**config.mk**
```make
export PLATFORM = sky130hd
export DESIGN_NAME = fp_dac_serializer
export DESIGN_NICKNAME = d
export VERILOG_FILES = /design/src/rtl/fp_dac_serializer.sv
export SDC_FILE = /design/constraint.sdc
export NUM_CORES = 1
export LEC_CHECK = 0
export ABC_CLOCK_PERIOD_IN_PS = 1860
export BUFFER_PORTS_ARGS = -buffer_cell sky130_fd_sc_hd__clkbuf_2
export CAP_MARGIN = 20
export CORE_UTILIZATION = 40
export CTS_CLUSTER_SIZE = 14
export DETAILED_ROUTE_END_ITERATION = 10
export GPL_TIMING_DRIVEN = 1
export SYNTH_ARGS = -nofsm -noshare
export SYNTH_HDL_FRONTEND = slang
export SYNTH_SLANG_ARGS = --single-unit
```
**constraint.sdc**
```tcl
create_clock -name iClk -period 1.86 [get_ports iClk]
set_input_delay 0.186 -clock iClk [delete_from_list [all_inputs] [get_ports iClk]]
set_output_delay 0.186 -clock iClk [all_outputs]
set_load 0.02 [all_outputs]
```
**src/rtl/fp_dac_serializer.sv**
```systemverilog
// Purpose: one-frame buffered float serial DAC driver; optional mantissa rounding under DAC_ROUND_EN.
// Latency: a frame accepted before tick 0 is serialised in that frame, starting at tick EXP_MAX+2.
// Backpressure: oReady drops while the single-frame buffer is full; an empty buffer at tick 0 replays the last frame.
module fp_dac_serializer #(
    parameter int CHANNELS    = 2,
    parameter int SAMPLE_W    = 16,
    parameter int MANT_W      = 10,
    parameter int EXP_W       = 3,
    parameter int EXP_MAX     = 6,
    parameter int SLOT_BITS   = 18,
    parameter int FRAME_TICKS = 160
) (
    input  logic                         iClk,
    input  logic                         iRstN,
    input  logic                         iClkEn,
    input  logic                         iValid,
    output logic                         oReady,
    input  logic [CHANNELS*SAMPLE_W-1:0] iSamples,
    output logic                         oDacClk,
    output logic                         oDacSd,
    output logic [CHANNELS-1:0]          oDacLoad,
    output logic                         oUnderrun
);

    localparam int SER_START = EXP_MAX + 2;
    localparam int TW        = $clog2(FRAME_TICKS);
    localparam int MSB       = SAMPLE_W - 1;
    localparam logic [EXP_W-1:0] EXP_ALL1 = '1;

    if (EXP_MAX > 2**EXP_W - 2) begin : gChkExp
        $error("EXP_MAX does not fit the exponent field");
    end
    if (SLOT_BITS < MANT_W + EXP_W) begin : gChkSlot
        $error("SLOT_BITS too small for exponent plus mantissa");
    end
    if (FRAME_TICKS < EXP_MAX + 2 + 4*(CHANNELS*SLOT_BITS + 1)) begin : gChkFrame
        $error("FRAME_TICKS too small for the serial frame");
    end
    if (SAMPLE_W <= MANT_W || MANT_W < 2) begin : gChkMant
        $error("SAMPLE_W must exceed MANT_W and MANT_W must be at least 2");
    end

    logic                         full;
    logic                         everAcc;
    logic [CHANNELS*SAMPLE_W-1:0] bufD;
    logic [CHANNELS*SAMPLE_W-1:0] lastD;
    logic [CHANNELS*SAMPLE_W-1:0] src;
    logic [TW-1:0]                tick;
    logic [SAMPLE_W-1:0]          s [CHANNELS];
    logic [EXP_W-1:0]             n [CHANNELS];
    logic [SLOT_BITS-1:0]         word [CHANNELS];
    logic [MANT_W-1:0]            mant;
    logic [TW-1:0]                rel;
    logic                         nextSd;
    logic                         nextClk;
    logic [CHANNELS-1:0]          nextLoad;

    assign oReady = ~full;
    assign src    = full ? bufD : lastD;

    always_comb begin
        mant = '0;
        for (int c = 0; c < CHANNELS; c++) begin
            mant = {~s[c][MSB], s[c][MSB-1 -: MANT_W-1]};
`ifdef DAC_ROUND_EN
            // Round to nearest, but never wrap the positive full-scale code.
            if (s[c][MSB-MANT_W] && mant != '1) mant = mant + 1'b1;
`endif
            word[c] = '0;
            word[c][SLOT_BITS-1 -: MANT_W+EXP_W] = {EXP_ALL1 - n[c], mant};
        end
    end

    // Each serial bit spans 4 ticks; the load strobe of channel c sits in the slot after its last bit.
    always_comb begin
        nextSd   = 1'b0;
        nextClk  = 1'b0;
        nextLoad = '0;
        rel      = '0;
        for (int c = 0; c < CHANNELS; c++) begin
            if (tick >= TW'(SER_START + 4*c*SLOT_BITS) &&
                tick <  TW'(SER_START + 4*(c+1)*SLOT_BITS)) begin
                rel     = tick - TW'(SER_START + 4*c*SLOT_BITS);
                nextClk = (rel[1:0] == 2'd2);
                for (int k = 0; k < SLOT_BITS; k++) begin
                    if (rel[TW-1:2] == (TW-2)'(k)) nextSd = word[c][k];
                end
            end
            if (tick >= TW'(SER_START + 4*(c+1)*SLOT_BITS) &&
                tick <  TW'(SER_START + 4*(c+1)*SLOT_BITS + 4)) begin
                nextLoad[c] = 1'b1;
            end
        end
    end

    always_ff @(posedge iClk or negedge iRstN) begin
        if (!iRstN) begin
            full      <= 1'b0;
            everAcc   <= 1'b0;
            bufD      <= '0;
            lastD     <= '0;
            tick      <= '0;
            oDacClk   <= 1'b0;
            oDacSd    <= 1'b0;
            oDacLoad  <= '0;
            oUnderrun <= 1'b0;
            for (int c = 0; c < CHANNELS; c++) begin
                s[c] <= '0;
                n[c] <= '0;
            end
        end else begin
            oUnderrun <= 1'b0;
            if (iClkEn) begin
                tick <= (tick == TW'(FRAME_TICKS-1)) ? '0 : tick + 1'b1;
                if (tick == '0) begin
                    for (int c = 0; c < CHANNELS; c++) begin
                        s[c] <= src[c*SAMPLE_W +: SAMPLE_W];
                        n[c] <= '0;
                    end
                    if (full) lastD <= bufD;
                    else      oUnderrun <= everAcc;
                end else if (tick <= TW'(EXP_MAX)) begin
                    for (int c = 0; c < CHANNELS; c++) begin
                        if (s[c][MSB] == s[c][MSB-1] && n[c] < EXP_W'(EXP_MAX)) begin
                            s[c] <= s[c] << 1;
                            n[c] <= n[c] + 1'b1;
                        end
                    end
                end
                oDacSd   <= nextSd;
                oDacClk  <= nextClk;
                oDacLoad <= nextLoad;
            end
            // Capture frees the buffer; otherwise an empty buffer accepts, even alongside an empty capture.
            if (iClkEn && tick == '0 && full) begin
                full <= 1'b0;
            end else if (iValid && !full) begin
                full    <= 1'b1;
                bufD    <= iSamples;
                everAcc <= 1'b1;
            end
        end
    end

endmodule
```
---- Word level (Yosys, flattened, before mapping) ----
Index checks and enable logic that the tools add are counted.
word-level totals
  word-level logic and storage cells ...... 141
  input bits .............................. 36
  bits in registers ....................... 117
cells by class
  add/sub/neg operators ................... 7
  eq/ne operators ......................... 35
  bitwise gates (word level) .............. 4
  order comparisons ....................... 10
  reductions and logical operators ........ 20
  mux-type cells .......................... 52
operator list
  cell                   count
  $eq A6 B4 Y1 const B   16
  $mux W32               3
  $eq A6 B3 Y1 const B   7
  $mux W1                42
  $mux W16               2
  $eq A6 B5 Y1 const B   4
  $lt A8 B7 Y1 const B   2
  $lt A8 B8 Y1 const B   2
  $eq A6 B2 Y1 const B   2
  $mux W6                2
  $logic_and A1 B1 Y1    9
  $add A8 B1 Y8 const B  1
  $eq A8 B8 Y1 const B   1
  $ge A8 B4 Y1 const B   1
  $ge A8 B7 Y1 const B   1
  $ge A8 B8 Y1 const B   1
  $le A8 B3 Y1 const B   1
  $logic_not A8 Y1       1
  $mux W8                1
  $reduce_bool A2 Y1     4
  $sub A8 B4 Y8 const B  1
  $sub A8 B7 Y8 const B  1
  $add A3 B1 Y3 const B  2
  $eq A6 B1 Y1 const B   1
  10 further kinds       20

---- Logic depth before layout (Yosys ltp) ----
  depth after elaboration ................. 35
  depth in mapped cells ................... 9

---- Worst setup path after synthesis ----
No wires, ideal clock.
  path kind ............................... register to register
  from .................................... reg tick[3]
  to ...................................... reg oDacSd
  setup slack ............................. -0.197 ns
  data required time ...................... 1.770 ns
  stages on the path, launching flop included .. 9
  setup time .............................. 0.090 ns
  arrival time ............................ 1.967 ns
  path through ............................ dfrtp_1 -> buf_2 -> inv_1 -> ha_1 -> xor2_1 -> o21ai_0 -> a221oi_1 -> a31oi_1 -> o221ai_1
on the way
  longest elaborated chain between the ends .. 35
  elaborated cells between the ends (all ways) .. 72
  classes of those cells .................. add/sub: 2; order compare: 4; eq/ne: 30; mux: 33; reduce/logical: 3
RTL lines
  item                    line  RTL
  from (decl)             48    logic [TW-1:0] tick;
  from (signal assigned)  114   tick <= (tick == TW'(FRAME_TICKS-1)) ? '0 : tick + 1'b1;
  $sub A8 B4 Y8           83    rel = tick - TW'(SER_START + 4*c*SLOT_BITS);
  $eq A6 B3 Y1            86    if (rel[TW-1:2] == (TW-2)'(k)) nextSd = word[c][k];
  $mux W1 (13 in a row)   86
  $mux W1                 81    if (tick >= TW'(SER_START + 4*c*SLOT_BITS) &&
  $mux W1 (18 in a row)   86
  $mux W1 *               81
  to (signal assigned)    130   oDacSd <= nextSd;
  to (decl)               20    output logic oDacSd,
Mark *: on every way between the ends. The rest lies on a longest branch, timed or not.
A chain may end at the register's enable or synchronous reset.

---- Worst setup path after layout ----
  from .................................... reg tick[5]
  to ...................................... reg s[29] in the netlist's numbering
on the way
  longest elaborated chain between the ends .. 3
  elaborated cells between the ends (all ways) .. 6
  classes of those cells .................. order compare: 1; mux: 1; reduce/logical: 4
RTL lines
  item                                                     line      RTL
  $le A8 B3 Y1 / $logic_not A8 Y1 (equally long branches)  122, 115
  $reduce_bool A2 Y1 (no source line)                      -
  $reduce_and A3 Y1 (no source line)                       -
  to (signal, indexed assignment)                          117       s[c] <= src[c*SAMPLE_W +: SAMPLE_W];
  to (signal, indexed assignment)                          125       s[c] <= s[c] << 1;
  to (decl)                                                49        logic [SAMPLE_W-1:0] s [CHANNELS];
Parallel ways exist; a longest one is shown, timed or not.

==> out/metrics.cfg <==
[grt]
grt_pass1_wl_mm=21.1
antenna_found_initial=0
grt_pass1_vias=4273
gr-usage-all-layers_pct=18.6
grt_max_degree=65
overflow=0

[clock_tree]
clock_latency_ps=410
cts_buffers=17
cts.sinks=117
htree_levels=4
cts_root_buf=clkbuf_16
cts_tree=done
path_clk_slew_ps=50
max-clock-path-buffers=2

[power_and_ir_drop]
seqPwrFrac_pct=34.3
power.switching_uw=4700
power_uw=13100
leakage_uw=0.00345
swShare_pct=35.9
p_int_uw=8390
pwr-share-comb_pct=43.0
p_per_area_nw_per_um2=1720
p_clk_share_pct=22.7
irDropWorstVdd_v=0.000951

[critical_path]
end_kind=flip-flop
critical_path.max_stage_delay_ps=520
crit_fanout=15
arrival_ps=2160
setup.worst_path.class=flip-flop to flip-flop
rr_worst_depth=6
path_cells=or4b_4 -> a21oi_4 -> a21oi_4 -> clkbuf_16 -> nand2_1 -> o21ai_1
slowest_stage=or4b_4
startpoint_type=flip-flop
crit_required_ps=2150
crit_path_frequent_cell=a21oi_4

[logic_synthesis]
ys_seq_area_share_pct=51.5
synth_nets=608
synth_cells=562
postSynthAreaPerCell_um2=10.1
yosys-top-cells-count=dfrtp_1, nand2_1, o21ai_0, mux2_2, mux2i_1
ys_ff_latch=117
synth_edf_count=0
netlist_area_um2=5690
yosysUniqueCellTypes=56
yosys_warnings=0
synth_ff_type=dfrtp_1
synth_top_area_cell=dfrtp_1
synthArstFlopShare_pct=100
yosys-top-cells-area=dfrtp_1, o21ai_0, mux2_2
yosysTopAreaCellShare_pct=51.5
yosysMostFrequentCell=dfrtp_1

[timing]
drv_slew=0
grt_setup_unrepaired=true
clock_skew_ps=7.17
worst_slack_ps=-14.9
fin_crit_sh_pct=101
setup_viol=13
fin_crit_ps=1870
slew-limit-headroom_pct=68.4
hold_viol_final=0
fmax_ghz=0.533
tightest_slew_ps=474

[floorplanning]
fp.dieH_um=121
initial_core_util_pct=41.0
dieWidth_um=121
core_area_um2=13900
fp.dieArea_um2=14700
ioPinCount=42
fp-row-count=43

[hold_path]
holdPathStages=2
hold_path.class=input port to flip-flop

[place]
place.gp.congestion=0.856
portBuffers=41
postPlaceCellArea_um2=6410
dpl.hpwl_mm=8.41

[finish]
area_delta_synth_final_pct=33.8
multiInputGateArea_um2=2840
finalInstanceArea_um2=7600
diodes=0
drive_gt1_share_pct=32.1
fillers=1225
final_util_pct=54.8
fin_nets=699
seqCellArea_um2=2930

[route]
first_pass_iters=4
ant_nets=0
avgViaCountPerCell=5.17
drc=0
dr.first_iter.drc_count=162
vias=4365
route.final.wire_length_mm=13.0
wl_per_cell_um=15.4

[status]
violations=negative setup slack
run_status=finished, violations left

[job]
drv_cap=0

## stage by stage
stage	hold WS, ps	TNS (ps)	worst slack [ps]	cells
after floorplan	-110	-10.0	-10.0	562
after global placement	156	-35.7	-35.7	781
after detailed placement	163	0	8.88	781
after CTS	0.381	0	1.89	832
after global routing	6.94	-1570	-71.0	844
final	12.8	-147	-14.9	844
## per-layer routing
layer	GRT usage, %	wire, um
met5	0	0
met2	29.7	6260
met4	6.48	128
met1	24.6	6260
met3	4.42	316
## cell usage in the layout (no fill, tap or decap), types with 12 or more instances in the layout
cell type        n
dfrtp_1        113
nand2_1         84
o21ai_0         65
clkbuf_2        40
mux2_2          35
mux2i_1         34
buf_4           28
clkbuf_16       22
dlygate4sd3_1   21
o21ai_1         20
nor2_1          15
nand2_2         13
o21ai_2         12
## timing repair
item                       in CTS  in global routing
setup endpoints to repair       0                 39
gates resized for setup         0                 98
buffers inserted                0                  6
hold endpoints to repair       49                  0
hold buffers                   21                  0
## cells by family (layout without fill, tap and decap cells)
group           after synthesis  after routing  share of synthesized area, %
buf+inv                      48            150                          3.76
simple gates                167            167                          13.2
compound gates              138            138                          14.1
flops                       117            117                          51.5
xor+xnor                     11             11                          1.69
fa+ha+maj                    10             10                          2.20
mux                          71             71                          13.5
## worst paths after layout
path | from | endpoint | slack [ps]
worst max register to register | tick[5]$_DFFE_PN0P_ | s[29]$_DFFE_PN0P_ | -10
worst min register to register | everAcc$_DFFE_PN0P_ | everAcc$_DFFE_PN0P_ | 460
worst max-delay path | tick[5]$_DFFE_PN0P_ | s[29]$_DFFE_PN0P_ | -10
worst min-delay path | iSamples[8] | bufD[8]$_DFFE_PN0P_ | 10
max in group asynchronous | iRstN | lastD[8]$_DFFE_PN0P_ | 970
min in group asynchronous | iRstN | bufD[24]$_DFFE_PN0P_ | 270
## power by group through the flow
stage	clock network, uW	registers [uW]	logic (uW)
after global routing	3170	4640	6240
after CTS	3050	4420	4700
final	2970	4490	5620
after detailed placement	0	4460	4660
after floorplan	0	4210	3410
after global placement	0	4410	4520
## registers in the layout, summed over array words and instances (netlist names)
signal	flops
bufD	32
lastD	32
s	23
mant	9
tick	8
n	6
oDacLoad	2
everAcc	1
full	1
oDacClk	1
oDacSd	1
oUnderrun	1
## layout make-up
class,count,area share [%]
multi-input cells,397,37.3
well taps,180,2.96
repair buffers,110,13.6
flip-flops and latches,117,38.6
clock buffers,26,6.43
clock inverters,4,0.625
inverters,10,0.543
## critical path: cells and delay by family, from the launching register on
family	cells	cell delay (ps)
compound gates	3	480
flops	1	470
buf+inv	1	220
simple gates	2	580
Power figures use the tool's default switching activity.
